<file path="src/rtl/sw_seq_feeder.sv">
// Host-side driver for the Smith-Waterman core: buffers one reference/query pair,
// streams it to the core, then captures the core's result or flags a watchdog timeout.
module sw_seq_feeder #(
    parameter int unsigned REF_LEN         = 64,
    parameter int unsigned QUERY_LEN       = 32,
    parameter int unsigned WIDTH_SCORE     = 8,
    parameter int unsigned WIDTH_POS_REF   = 7,
    parameter int unsigned WIDTH_POS_QUERY = 6,
    parameter int unsigned TIMEOUT         = 4096
) (
    input  logic                       clk,
    input  logic                       reset,
    input  logic                       wr_en,
    input  logic                       wr_sel,
    input  logic [WIDTH_POS_REF-1:0]   wr_addr,
    input  logic [1:0]                 wr_data,
    input  logic                       start,
    output logic                       busy,
    output logic                       sw_valid,
    output logic [1:0]                 sw_data_ref,
    output logic [1:0]                 sw_data_query,
    input  logic                       sw_finish,
    input  logic [WIDTH_SCORE-1:0]     sw_max,
    input  logic [WIDTH_POS_REF-1:0]   sw_pos_ref,
    input  logic [WIDTH_POS_QUERY-1:0] sw_pos_query,
    output logic                       done,
    output logic                       err,
    output logic [WIDTH_SCORE-1:0]     res_max,
    output logic [WIDTH_POS_REF-1:0]   res_pos_ref,
    output logic [WIDTH_POS_QUERY-1:0] res_pos_query
);

    localparam int unsigned RA_W   = (REF_LEN > 1) ? $clog2(REF_LEN) : 1;
    localparam int unsigned QA_W   = (QUERY_LEN > 1) ? $clog2(QUERY_LEN) : 1;
    localparam int unsigned IDX_W  = $clog2(REF_LEN + 1);
    localparam int unsigned WDOG_W = $clog2(TIMEOUT + 1);

    typedef enum logic [1:0] {
        ST_IDLE,
        ST_STREAM,
        ST_WAIT,
        ST_DONE
    } state_t;

    logic [1:0] ref_mem   [REF_LEN];
    logic [1:0] query_mem [QUERY_LEN];

    state_t                     state_q, state_d;
    logic [IDX_W-1:0]           idx_q, idx_d;
    logic [WDOG_W-1:0]          wdog_q, wdog_d;
    logic [1:0]                 pre_ref_q, pre_ref_d;
    logic [1:0]                 pre_query_q, pre_query_d;
    logic                       busy_q, busy_d;
    logic                       valid_q, valid_d;
    logic [1:0]                 dref_q, dref_d;
    logic [1:0]                 dquery_q, dquery_d;
    logic                       done_q, done_d;
    logic                       err_q, err_d;
    logic [WIDTH_SCORE-1:0]     rmax_q, rmax_d;
    logic [WIDTH_POS_REF-1:0]   rpref_q, rpref_d;
    logic [WIDTH_POS_QUERY-1:0] rpq_q, rpq_d;

    logic                       wr_ok_c;
    logic [IDX_W-1:0]           idx_nxt_c;

    assign wr_ok_c   = (state_q == ST_IDLE) && wr_en;
    assign idx_nxt_c = idx_q + IDX_W'(1);

    // Sequence buffers; out-of-range addresses are dropped, contents survive reset.
    always_ff @(posedge clk) begin
        if (wr_ok_c && !wr_sel && (32'(wr_addr) < REF_LEN)) begin
            ref_mem[wr_addr[RA_W-1:0]] <= wr_data;
        end
        if (wr_ok_c && wr_sel && (32'(wr_addr) < QUERY_LEN)) begin
            query_mem[wr_addr[QA_W-1:0]] <= wr_data;
        end
    end

    // Bases are prefetched one cycle ahead, so a write coinciding with start
    // misses element 0 (already fetched) but reaches every later element.
    always_comb begin
        state_d     = state_q;
        idx_d       = idx_q;
        wdog_d      = wdog_q;
        pre_ref_d   = pre_ref_q;
        pre_query_d = pre_query_q;
        busy_d      = busy_q;
        valid_d     = valid_q;
        dref_d      = dref_q;
        dquery_d    = dquery_q;
        done_d      = 1'b0;
        err_d       = err_q;
        rmax_d      = rmax_q;
        rpref_d     = rpref_q;
        rpq_d       = rpq_q;

        case (state_q)
            ST_IDLE: begin
                if (start) begin
                    state_d     = ST_STREAM;
                    idx_d       = '0;
                    wdog_d      = '0;
                    err_d       = 1'b0;
                    busy_d      = 1'b1;
                    pre_ref_d   = ref_mem[0];
                    pre_query_d = query_mem[0];
                end
            end
            ST_STREAM: begin
                valid_d     = 1'b1;
                dref_d      = pre_ref_q;
                dquery_d    = pre_query_q;
                pre_ref_d   = (32'(idx_nxt_c) < REF_LEN) ? ref_mem[idx_nxt_c[RA_W-1:0]] : 2'b00;
                pre_query_d = (32'(idx_nxt_c) < QUERY_LEN) ? query_mem[idx_nxt_c[QA_W-1:0]] : 2'b00;
                idx_d       = idx_nxt_c;
                if (idx_q == IDX_W'(REF_LEN - 1)) begin
                    state_d = ST_WAIT;
                end
            end
            ST_WAIT: begin
                valid_d  = 1'b0;
                dref_d   = 2'b00;
                dquery_d = 2'b00;
                if (sw_finish) begin
                    rmax_d  = sw_max;
                    rpref_d = sw_pos_ref;
                    rpq_d   = sw_pos_query;
                    state_d = ST_DONE;
                    done_d  = 1'b1;
                end else if (wdog_q == WDOG_W'(TIMEOUT - 1)) begin
                    err_d   = 1'b1;
                    state_d = ST_DONE;
                    done_d  = 1'b1;
                end else begin
                    wdog_d = wdog_q + WDOG_W'(1);
                end
            end
            ST_DONE: begin
                state_d = ST_IDLE;
                busy_d  = 1'b0;
            end
            default: state_d = ST_IDLE;
        endcase
    end

    always_ff @(posedge clk or negedge reset) begin
        if (!reset) begin
            state_q     <= ST_IDLE;
            idx_q       <= '0;
            wdog_q      <= '0;
            pre_ref_q   <= 2'b00;
            pre_query_q <= 2'b00;
            busy_q      <= 1'b0;
            valid_q     <= 1'b0;
            dref_q      <= 2'b00;
            dquery_q    <= 2'b00;
            done_q      <= 1'b0;
            err_q       <= 1'b0;
            rmax_q      <= '0;
            rpref_q     <= '0;
            rpq_q       <= '0;
        end else begin
            state_q     <= state_d;
            idx_q       <= idx_d;
            wdog_q      <= wdog_d;
            pre_ref_q   <= pre_ref_d;
            pre_query_q <= pre_query_d;
            busy_q      <= busy_d;
            valid_q     <= valid_d;
            dref_q      <= dref_d;
            dquery_q    <= dquery_d;
            done_q      <= done_d;
            err_q       <= err_d;
            rmax_q      <= rmax_d;
            rpref_q     <= rpref_d;
            rpq_q       <= rpq_d;
        end
    end

    assign busy          = busy_q;
    assign sw_valid      = valid_q;
    assign sw_data_ref   = dref_q;
    assign sw_data_query = dquery_q;
    assign done          = done_q;
    assign err           = err_q;
    assign res_max       = rmax_q;
    assign res_pos_ref   = rpref_q;
    assign res_pos_query = rpq_q;

endmodule

</file>
<file path="config.mk">
export PLATFORM = sky130hd
export DESIGN_NAME = sw_seq_feeder
export DESIGN_NICKNAME = d
export VERILOG_FILES = /design/src/rtl/sw_seq_feeder.sv
export SDC_FILE = /design/constraint.sdc
export NUM_CORES = 1
export LEC_CHECK = 0
export CORE_ASPECT_RATIO = 1.4
export CORE_UTILIZATION = 35
export DETAILED_ROUTE_END_ITERATION = 7
export PLACE_DENSITY = 0.6
export SLEW_MARGIN = 10
export SYNTH_ARGS = -nofsm -noshare
export SYNTH_HDL_FRONTEND = slang
export SYNTH_SLANG_ARGS = --single-unit
</file>
<file path="constraint.sdc">
create_clock -name clk -period 2.5 [get_ports clk]
set_input_delay 0.375 -clock clk [delete_from_list [all_inputs] [get_ports clk]]
set_output_delay 0.375 -clock clk [all_outputs]
set_load 0.01 [all_outputs]
</file>
==> results.ini, run 1 <==
[drt]
viasPerCell = 5.04
routed_wl_mm = 21.5
m1WireLength_mm = 8.94
drt-pass1-iter-count = 4
dr_total_vias = 5795
wl_met2_mm = 11.4
routedWlPerCell_um = 18.8
first_iter_violations = 348
maxUsedRoutingLayer = met4
ant_nets = 0
dr_wl_met3_um = 821
drcViolationCount = 0

[critical_path]
cp_common_cell = mux4_2
reg2reg_setup_slack_ns = 0.08
startpoint_type = register
crit_type = reg -> reg
startpoint = idx_q[0]
cp_max_fo = 23
worstPathArrival_ns = 2.81
slowest_stage = mux4_2
cp_data_required_time_ns = 2.89
endpoint_kind = register
worst-path-buf-inv = 1
path_cells = ha_2 > buf_12 > mux4_2 > mux4_2 > mux2i_2 > o22ai_1
cp_top_family = multiplexers
reg2reg_from = idx_q[0]
r2r-end = pre_ref_q[1]
reg2regPathDepth = 6
max_stage_delay_ns = 0.51

[cells_and_area]
antenna_cells = 0
most-common-layout-cells = edfxtp_1, nor2_1, clkdlybuf4s50_1
drive_gt1_share_pct = 20.8
area_growth_pct = 20.6
layout.cells.non_filler = 1149
layout_commonest_cell = edfxtp_1
fin_area_um2 = 12600
nets = 796

[sta]
fmax_mhz = 412
setup_viol = 0
relSlewSlack_pct = 63.2
tightest_slew_ns = 0.549
drv_slew = 0
setup_tns_ns = 0
finalHoldViolations = 0
fin_crit_sh_pct = 97.0
period_needed_ns = 2.42
finClkSkew_ns = 0.00455

[global_route]
grt_max_degree = 97
antenna_found_initial = 0
grt_pass1_wl_mm = 34.1
grt.overflow.total = 0
grt_use_total_pct = 14.6
grt_pass1_vias = 6112

[cts]
cts_root_buffer = clkbuf_16
cts_buffer_depth = 3
clk_pin_slew_ns = 0.06
cts_max_level = 1
clkSinkCount = 247
insertion_delay_ns = 0.51
tritoncts = built
numCtsBuffers = 24

[floorplanning]
io_pins = 65
die_w_um = 148
rows = 74
die_area_um2 = 30600
die_h_um = 207
start_util_pct = 35.8
core_area_um2 = 29300

[synthesis]
syn_area_um2 = 10500
synthesis.nets = 703
ys_seq_area_share_pct = 68.3
synth_cell_type_count = 45
postSynthAreaPerCell_um2 = 15.8
ys_ff_latch = 247
ys_warn_count = 0
syn_inst = 660

[placement]
hpwl_mm = 14.1
place_area_um2 = 11700
io_buffers = 64
dp_cells = 1106
gp_congestion = 0.738

[outcome]
outcome = finished, final reports clean

[pwr]
power.density_nw_per_um2 = 667
finalPower_mw = 8.42
vdd_drop_max_mv = 0.414
p_leak_nw = 4.43

[run]
maxCapViolCount = 0

[hold_path]
hp-class = in -> async

cells in the mapped netlist (all sizes together):
| library cell | number | area [um2] |
|---|---|---|
| a22o | 3 | 26.3 |
| a31oi | 4 | 25.0 |
| a211oi | 1 | 12.5 |
| a22oi | 2 | 15.0 |
| o211a | 1 | 10.0 |
| inv | 9 | 33.8 |
| o21ai | 18 | 90.1 |
| dfrtp | 55 | 1380 |
| nand3 | 18 | 95.1 |
| nand3b | 7 | 52.6 |
| nor3 | 5 | 25.0 |
| o221ai | 2 | 17.5 |
| xnor2 | 5 | 51.3 |
| ha | 7 | 87.6 |
| xor2 | 11 | 104 |
| or3 | 4 | 25.0 |
| nand4 | 5 | 31.3 |
| and4 | 2 | 17.5 |
| a221o | 1 | 10.0 |
| edfxtp | 192 | 5770 |
| nor2b | 11 | 68.8 |
| buf | 12 | 81.3 |
| nor2 | 114 | 428 |
| a21oi | 4 | 20.0 |
| and4b | 1 | 10.0 |
| mux2i | 11 | 110 |
| o211ai | 3 | 22.5 |
| nand4b | 1 | 8.76 |
| mux2 | 22 | 248 |
| nand2b | 8 | 50.1 |
| nor3b | 1 | 7.51 |
| and3 | 5 | 31.3 |
| mux4 | 56 | 1260 |
| and2 | 4 | 25.0 |
| o22ai | 4 | 25.0 |
| clkbuf | 18 | 67.6 |
| nand2 | 33 | 124 |
state kept, by name, summed over array words and instances, names as in the netlist, 2 cells and up:
| name | cells |
|---|---|
| res_pos_query | 6 |
| ref_mem | 128 |
| res_pos_ref | 7 |
| wdog_q | 13 |
| res_max | 8 |
| pre_query_q | 2 |
| pre_ref_q | 2 |
| sw_data_ref | 2 |
| query_mem | 64 |
| idx_q | 7 |
| state_q | 2 |
| sw_data_query | 2 |
where the power goes:
| group | total, mW | internal [mW] | switching [mW] |
|---|---|---|---|
| clock | 3.80 | 2.32 | 1.47 |
| combinational | 0.190 | 0.0746 | 0.115 |
| sequential | 4.43 | 4.43 | 0 |
per-layer routing:
metal / global-route usage [%] / vias up
li1: - / 2696
met1: 17.7 / 2951
met5: 0 / -
met2: 27.2 / 121
met4: 3.94 / 0
met3: 1.98 / 27
worst reg2reg max path, stage by stage, from the launching register on:
cell	delay, ns
dfrtp_4	0.50
ha_2	0.39
buf_12	0.20
mux4_2	0.34
mux4_2	0.51
mux2i_2	0.26
o22ai_1	0.11
metrics by stage:
step	setup WS, ns	hold WS (ns)	utilization [%]
2_1_floorplan	0.284	0.0794	-
3_3_place_gp	-0.00231	0.378	40.1
3_5_place_dp	0.00503	0.381	40.1
4_1_cts	0.00251	0.375	43.0
5_1_grt	-0.0216	0.406	43.1
6_report	0.0755	0.365	43.1
cell families after synthesis:
group | after synthesis | share of synthesized area [%]
compound gates | 43 | 2.62
xor+xnor | 16 | 1.48
fa+ha+maj | 7 | 0.837
buf+inv | 39 | 1.75
flops | 247 | 68.3
mux | 89 | 15.5
simple gates | 219 | 9.56
worst max path at each step:
stage          slack (ns)  cells past startpoint              to
4_1_cts             0.003                      6    pre_ref_q[1]
3_3_place_gp       -0.002                      6    pre_ref_q[0]
5_1_grt             -0.02                      6  ref_mem[17][1]
6_report             0.08                      6    pre_ref_q[1]
3_5_place_dp        0.005                      6    pre_ref_q[0]
2_1_floorplan        0.28                      6  pre_query_q[0]
timing repair:
| item | 4_1_cts | 5_1_grt |
|---|---|---|
| hold endpoints to repair | 20 | 0 |
| hold buffers | 1 | 0 |
| setup buffers | 0 | 0 |
| pin swaps | 0 | 0 |
| setup endpoints to repair | 1 | 106 |
| gates resized for setup | 1 | 8 |
final cells by class:
type | count | area [um2]
inverter | 9 | 33.8
clock buffer | 28 | 637
sequential | 247 | 7150
multi-input combinational | 374 | 3170
clock inverter | 14 | 191
fill | 2653 | 16600
tap | 380 | 475
timing repair buffer | 97 | 963
No activity file was read; power rests on OpenSTA's default activity.
==> run 2, diff against run 1 <==
--- a/config.mk
+++ b/config.mk
@@ -8,7 +8,7 @@
 export CORE_ASPECT_RATIO = 1.4
 export CORE_UTILIZATION = 35
 export DETAILED_ROUTE_END_ITERATION = 7
-export PLACE_DENSITY = 0.6
+export PLACE_DENSITY = 0.62
 export SLEW_MARGIN = 10
 export SYNTH_ARGS = -nofsm -noshare
 export SYNTH_HDL_FRONTEND = slang
==> constraint.sdc (replaced) <==
create_clock -name clk -period 2.04 [get_ports clk]
set_input_delay 0.306 -clock clk [delete_from_list [all_inputs] [get_ports clk]]
set_output_delay 0.306 -clock clk [all_outputs]
set_load 0.01 [all_outputs]
==> results.ini, run 2 (same netlist as run 1, synthesis figures left out) <==
[outcome]
outcome = finished with violations
violations = setup timing

[pwr]
clockPowerShare_pct = 44.0
vdd_drop_max_mv = 0.688
internal-power_mw = 7.96
switching_power_mw = 2.16
swShare_pct = 21.3
p_leak_nw = 4.71
combPwrFrac_pct = 2.4
pwr-share-seq_pct = 53.6
power.density_nw_per_um2 = 768

[drt]
drt-pass1-iter-count = 6
viasPerCell = 4.97
ant_nets = 0
dr_total_vias = 5965
drcViolationCount = 0
routedWlPerCell_um = 18.7
routed_wl_mm = 22.4
first_iter_violations = 393

[cts]
clkSinkCount = 247
clk_pin_slew_ns = 0.07
cts_max_level = 1
numCtsBuffers = 25
insertion_delay_ns = 0.54
cts_buffer_depth = 3
tritoncts = built
cts_root_buffer = clkbuf_16

[sta]
finalHoldViolations = 0
relSlewSlack_pct = 63.2
drv_slew = 0
rsz0062_at_grt = true
setup_viol = 4
setup_tns_ns = -0.761
fin_crit_sh_pct = 110
finClkSkew_ns = 0.0242
setup_ws_ns = -0.199
fmax_mhz = 447
tightest_slew_ns = 0.548
period_needed_ns = 2.24

[floorplanning]
die_h_um = 207
rows = 74
die_area_um2 = 30600
core_area_um2 = 29300
io_pins = 65
die_w_um = 148
start_util_pct = 35.8

[global_route]
grt.overflow.total = 0
grt_pass1_vias = 6391
grt_pass1_wl_mm = 34.9
grt_max_degree = 97
grt_use_total_pct = 15.1
antenna_found_initial = 0

[cells_and_area]
nets = 845
area_growth_pct = 26.0
largest_reg_flops = 128
drive_gt1_share_pct = 26.8
most-common-layout-cells = edfxtp_1, nor2_1, clkdlybuf4s50_1
layout_commonest_cell = edfxtp_1
antenna_cells = 0
finish.utilization_pct = 45.1
n_fill_cell = 2588

[critical_path]
slowest_stage = dfrtp_4
startpoint_type = register
reg2regPathDepth = 6
cp_data_required_time_ns = 2.43
max_stage_delay_ns = 0.50
cp_common_cell = mux4_2
worstPathArrival_ns = 2.63
endpoint_kind = register
path_cells = ha_4 > buf_12 > mux4_2 > mux4_2 > mux2i_1 > o22ai_1
r2r-end = pre_ref_q[0]
cp_max_fo = 15
reg2reg_setup_slack_ns = -0.20
reg2reg_from = idx_q[0]
crit_type = reg -> reg

[placement]
hpwl_mm = 15.1
gp_congestion = 0.793
io_buffers = 64

[run]
maxCapViolCount = 0

[hold_path]
hp-class = in -> async

-- run 2: how the worst max path moves through the flow --
stage,endpoint,start,cells after the start,slack [ns]
final,pre_ref_q[0],idx_q[0],6,-0.20
after detailed placement,pre_ref_q[0],idx_q[0],6,-0.28
after floorplan,pre_query_q[0],idx_q[1],6,-0.01
after CTS,pre_ref_q[0],idx_q[0],6,-0.22
after global placement,pre_ref_q[0],idx_q[0],6,-0.23
after global routing,pre_query_q[0],idx_q[0],6,-0.27
-- run 2: repair_timing --
item                       in CTS  in global routing
cloned                          2                  0
resized for setup              10                 10
buffers inserted                4                  1
hold buffers                    1                  0
setup endpoints to repair      49                 71
pin swaps                       1                  3
hold endpoints to repair       55                  0
-- run 2: power groups by stage --
stage / Sequential [mW] / Clock (mW) / Combinational (mW)
after global placement: 5.53 / 0 / 0.246
after floorplan: 5.53 / 0 / 0.0388
after detailed placement: 5.53 / 0 / 0.245
after CTS: 5.43 / 4.56 / 0.248
after global routing: 5.42 / 4.73 / 0.268
final: 5.43 / 4.45 / 0.243
-- run 2: per-layer routing --
| metal | share of wire (%) | wire length (um) | global-route usage, % | vias to the layer above |
|---|---|---|---|---|
| met5 | 0 | 0 | 0 | - |
| met1 | 38 | 8560 | 16.9 | 2973 |
| met4 | 3.0 | 675 | 6.04 | 0 |
| li1 | - | - | - | 2796 |
| met3 | 5.2 | 1160 | 2.31 | 39 |
| met2 | 54 | 12000 | 28.5 | 157 |
-- run 2: worst max-delay path, delay by kind of cell (launching register included) --
family	cells	cell delay (ns)
AOI/OAI and AO/OA	1	0.10
adders and majority gates	1	0.34
buffers and inverters	1	0.16
DFF	1	0.50
muxes	3	0.98
-- run 2: cell type report --
cell class	instances	area, um2	share of cell area (%)
flip-flops and latches	247	7150	54.2
multi-input cells	374	3210	24.4
repair buffers	145	1510	11.5
clock buffers	27	633	4.80
well taps	380	475	3.61
clock inverters	18	168	1.27
inverters	9	33.8	0.256
-- run 2: stage by stage --
step	hold slack (ns)	cell area (um2)	std cells	worst slack, ns	total power, mW
after CTS	0.142	13100	1199	-0.216	10.2
after floorplan	0.0104	10500	660	-0.0123	5.57
after global routing	0.164	13200	1200	-0.273	10.4
after detailed placement	0.173	12200	1147	-0.281	5.78
after global placement	0.174	12200	1147	-0.231	5.78
final	0.147	13200	1200	-0.199	10.1
==> run 3, diff against run 2 <==
--- a/config.mk
+++ b/config.mk
@@ -8,7 +8,7 @@
 export CORE_ASPECT_RATIO = 1.4
 export CORE_UTILIZATION = 35
 export DETAILED_ROUTE_END_ITERATION = 7
-export PLACE_DENSITY = 0.62
+export PLACE_DENSITY = 0.6
 export SLEW_MARGIN = 10
 export SYNTH_ARGS = -nofsm -noshare
 export SYNTH_HDL_FRONTEND = slang
==> constraint.sdc (replaced) <==
create_clock -name clk -period 2.37 [get_ports clk]
set_input_delay 0.3555 -clock clk [delete_from_list [all_inputs] [get_ports clk]]
set_output_delay 0.3555 -clock clk [all_outputs]
set_load 0.01 [all_outputs]
==> results.ini, run 3 (same netlist as run 1, synthesis figures left out) <==
[outcome]
outcome = finished, final reports clean

[drt]
ant_nets = 0
routed_wl_mm = 22.5
drt-pass1-iter-count = 4
first_iter_violations = 385
dr_total_vias = 5853
drcViolationCount = 0
viasPerCell = 5.02
routedWlPerCell_um = 19.3

[cells_and_area]
layout.cells.non_filler = 1167
largest_reg_flops = 128
drive_gt1_share_pct = 22.1
area_growth_pct = 21.6
most-common-layout-cells = edfxtp_1, nor2_1, clkdlybuf4s50_1
antenna_cells = 0
nets = 812
finish.utilization_pct = 43.5
layout_commonest_cell = edfxtp_1
fin_area_um2 = 12700

[critical_path]
r2r-end = pre_ref_q[1]
path_cells = buf_6 > buf_12 > mux4_2 > mux4_2 > mux2i_2 > o22ai_1
cp_common_cell = mux4_2
startpoint_type = register
worstSetupEndpoint = pre_ref_q[1]
max_stage_delay_ns = 0.53
endpoint_kind = register
reg2reg_from = idx_q[0]
crit_type = reg -> reg
startpoint = idx_q[0]
reg2reg_setup_slack_ns = 0.07
reg2regPathDepth = 6
worstPathArrival_ns = 2.69
cp_data_required_time_ns = 2.76
cp_max_fo = 11
slowest_stage = mux4_2

[sta]
relSlewSlack_pct = 51.9
setup_viol = 0
finClkSkew_ns = 0.0185
rsz0062_at_grt = true
finalHoldViolations = 0
fin_crit_sh_pct = 96.9
tightest_slew_ns = 0.722
period_needed_ns = 2.30
fmax_mhz = 435
drv_slew = 0
setup_ws_ns = 0.0734

[cts]
cts_buffer_depth = 3
clk_pin_slew_ns = 0.06
insertion_delay_ns = 0.53
cts_max_level = 1
clkSinkCount = 247
numCtsBuffers = 24
cts_root_buffer = clkbuf_16
tritoncts = built

[global_route]
grt.overflow.total = 0
grt_use_total_pct = 15.1
grt_pass1_wl_mm = 34.8
antenna_found_initial = 0
grt_max_degree = 56
grt_pass1_vias = 6257

[hold_path]
hp-class = in -> reg

[placement]
dp_cells = 1117
hpwl_mm = 15.1
io_buffers = 64
place_area_um2 = 11900
dp_slack_ns = -0.220
gp_congestion = 0.763

[floorplanning]
die_w_um = 148
start_util_pct = 35.8
die_area_um2 = 30600
core_area_um2 = 29300
io_pins = 65
die_h_um = 207
rows = 74

[pwr]
p_leak_nw = 4.49
power.density_nw_per_um2 = 668
vdd_drop_max_mv = 0.447

[run]
maxCapViolCount = 0

==> run 3: worst min path at each step <==
stage / from / endpoint / slack, ns / cells past startpoint
floorplan: reset / busy / 0.06 / 0
global placement: res_pos_ref[6] / res_pos_ref[6] / 0.49 / 1
detailed placement: res_pos_query[0] / res_pos_query[0] / 0.49 / 1
CTS: wr_data[0] / ref_mem[4][0] / 0.30 / 1
global route: wr_data[0] / ref_mem[4][0] / 0.32 / 1
finish: wr_data[0] / ref_mem[4][0] / 0.31 / 1
==> run 3: critical path, delay by kind of cell, from the launching register on <==
family	cells	cell delay (ns)
buffers and inverters	2	0.37
flip-flops	1	0.43
AO/OA/AOI/OAI	1	0.11
multiplexers	3	1.25
==> run 3: layout make-up <==
| cell class | instances | area, um2 |
|---|---|---|
| multi-input cells | 374 | 3180 |
| clock inverters | 13 | 90.1 |
| clock buffers | 31 | 648 |
| well taps | 380 | 475 |
| inverters | 9 | 33.8 |
| fillers | 2666 | 16500 |
| repair buffers | 113 | 1150 |
| flip-flops and latches | 247 | 7150 |
==> run 3: what timing repair did <==
item / in CTS / in global routing
endpoints found under the hold margin: 22 / 0
hold buffers: 1 / 0
gates cloned: 0 / 2
resized for setup: 5 / 5
endpoints found under the setup margin: 34 / 72
pin swaps: 0 / 1
buffers inserted: 0 / 3
==> run 3: layer usage <==
metal / part of all wire (%) / GRT usage [%]
met5: 0 / 0
met4: 1.9 / 5.19
met3: 4.0 / 2.22
met2: 54 / 27.9
met1: 40 / 17.7
==> run 3: per-stage QoR <==
| step | power, mW | setup TNS, ns | hold WS [ns] |
|---|---|---|---|
| 3_3_place_gp | 4.97 | -4.87 | 0.485 |
| 2_1_floorplan | 4.80 | 0 | 0.0599 |
| 3_5_place_dp | 4.97 | -6.71 | 0.493 |
| 4_1_cts | 8.59 | 0 | 0.299 |
| 5_1_grt | 8.76 | -2.18 | 0.318 |
| 6_report | 8.50 | 0 | 0.315 |
==> run 3: power breakdown <==
| group | switching (mW) | internal, mW | leakage [nW] | total, mW |
|---|---|---|---|---|
| Combinational | 0.124 | 0.0846 | 1.68 | 0.208 |
| Clock | 1.58 | 2.04 | 0.350 | 3.62 |
| Sequential | 0 | 4.67 | 2.46 | 4.67 |
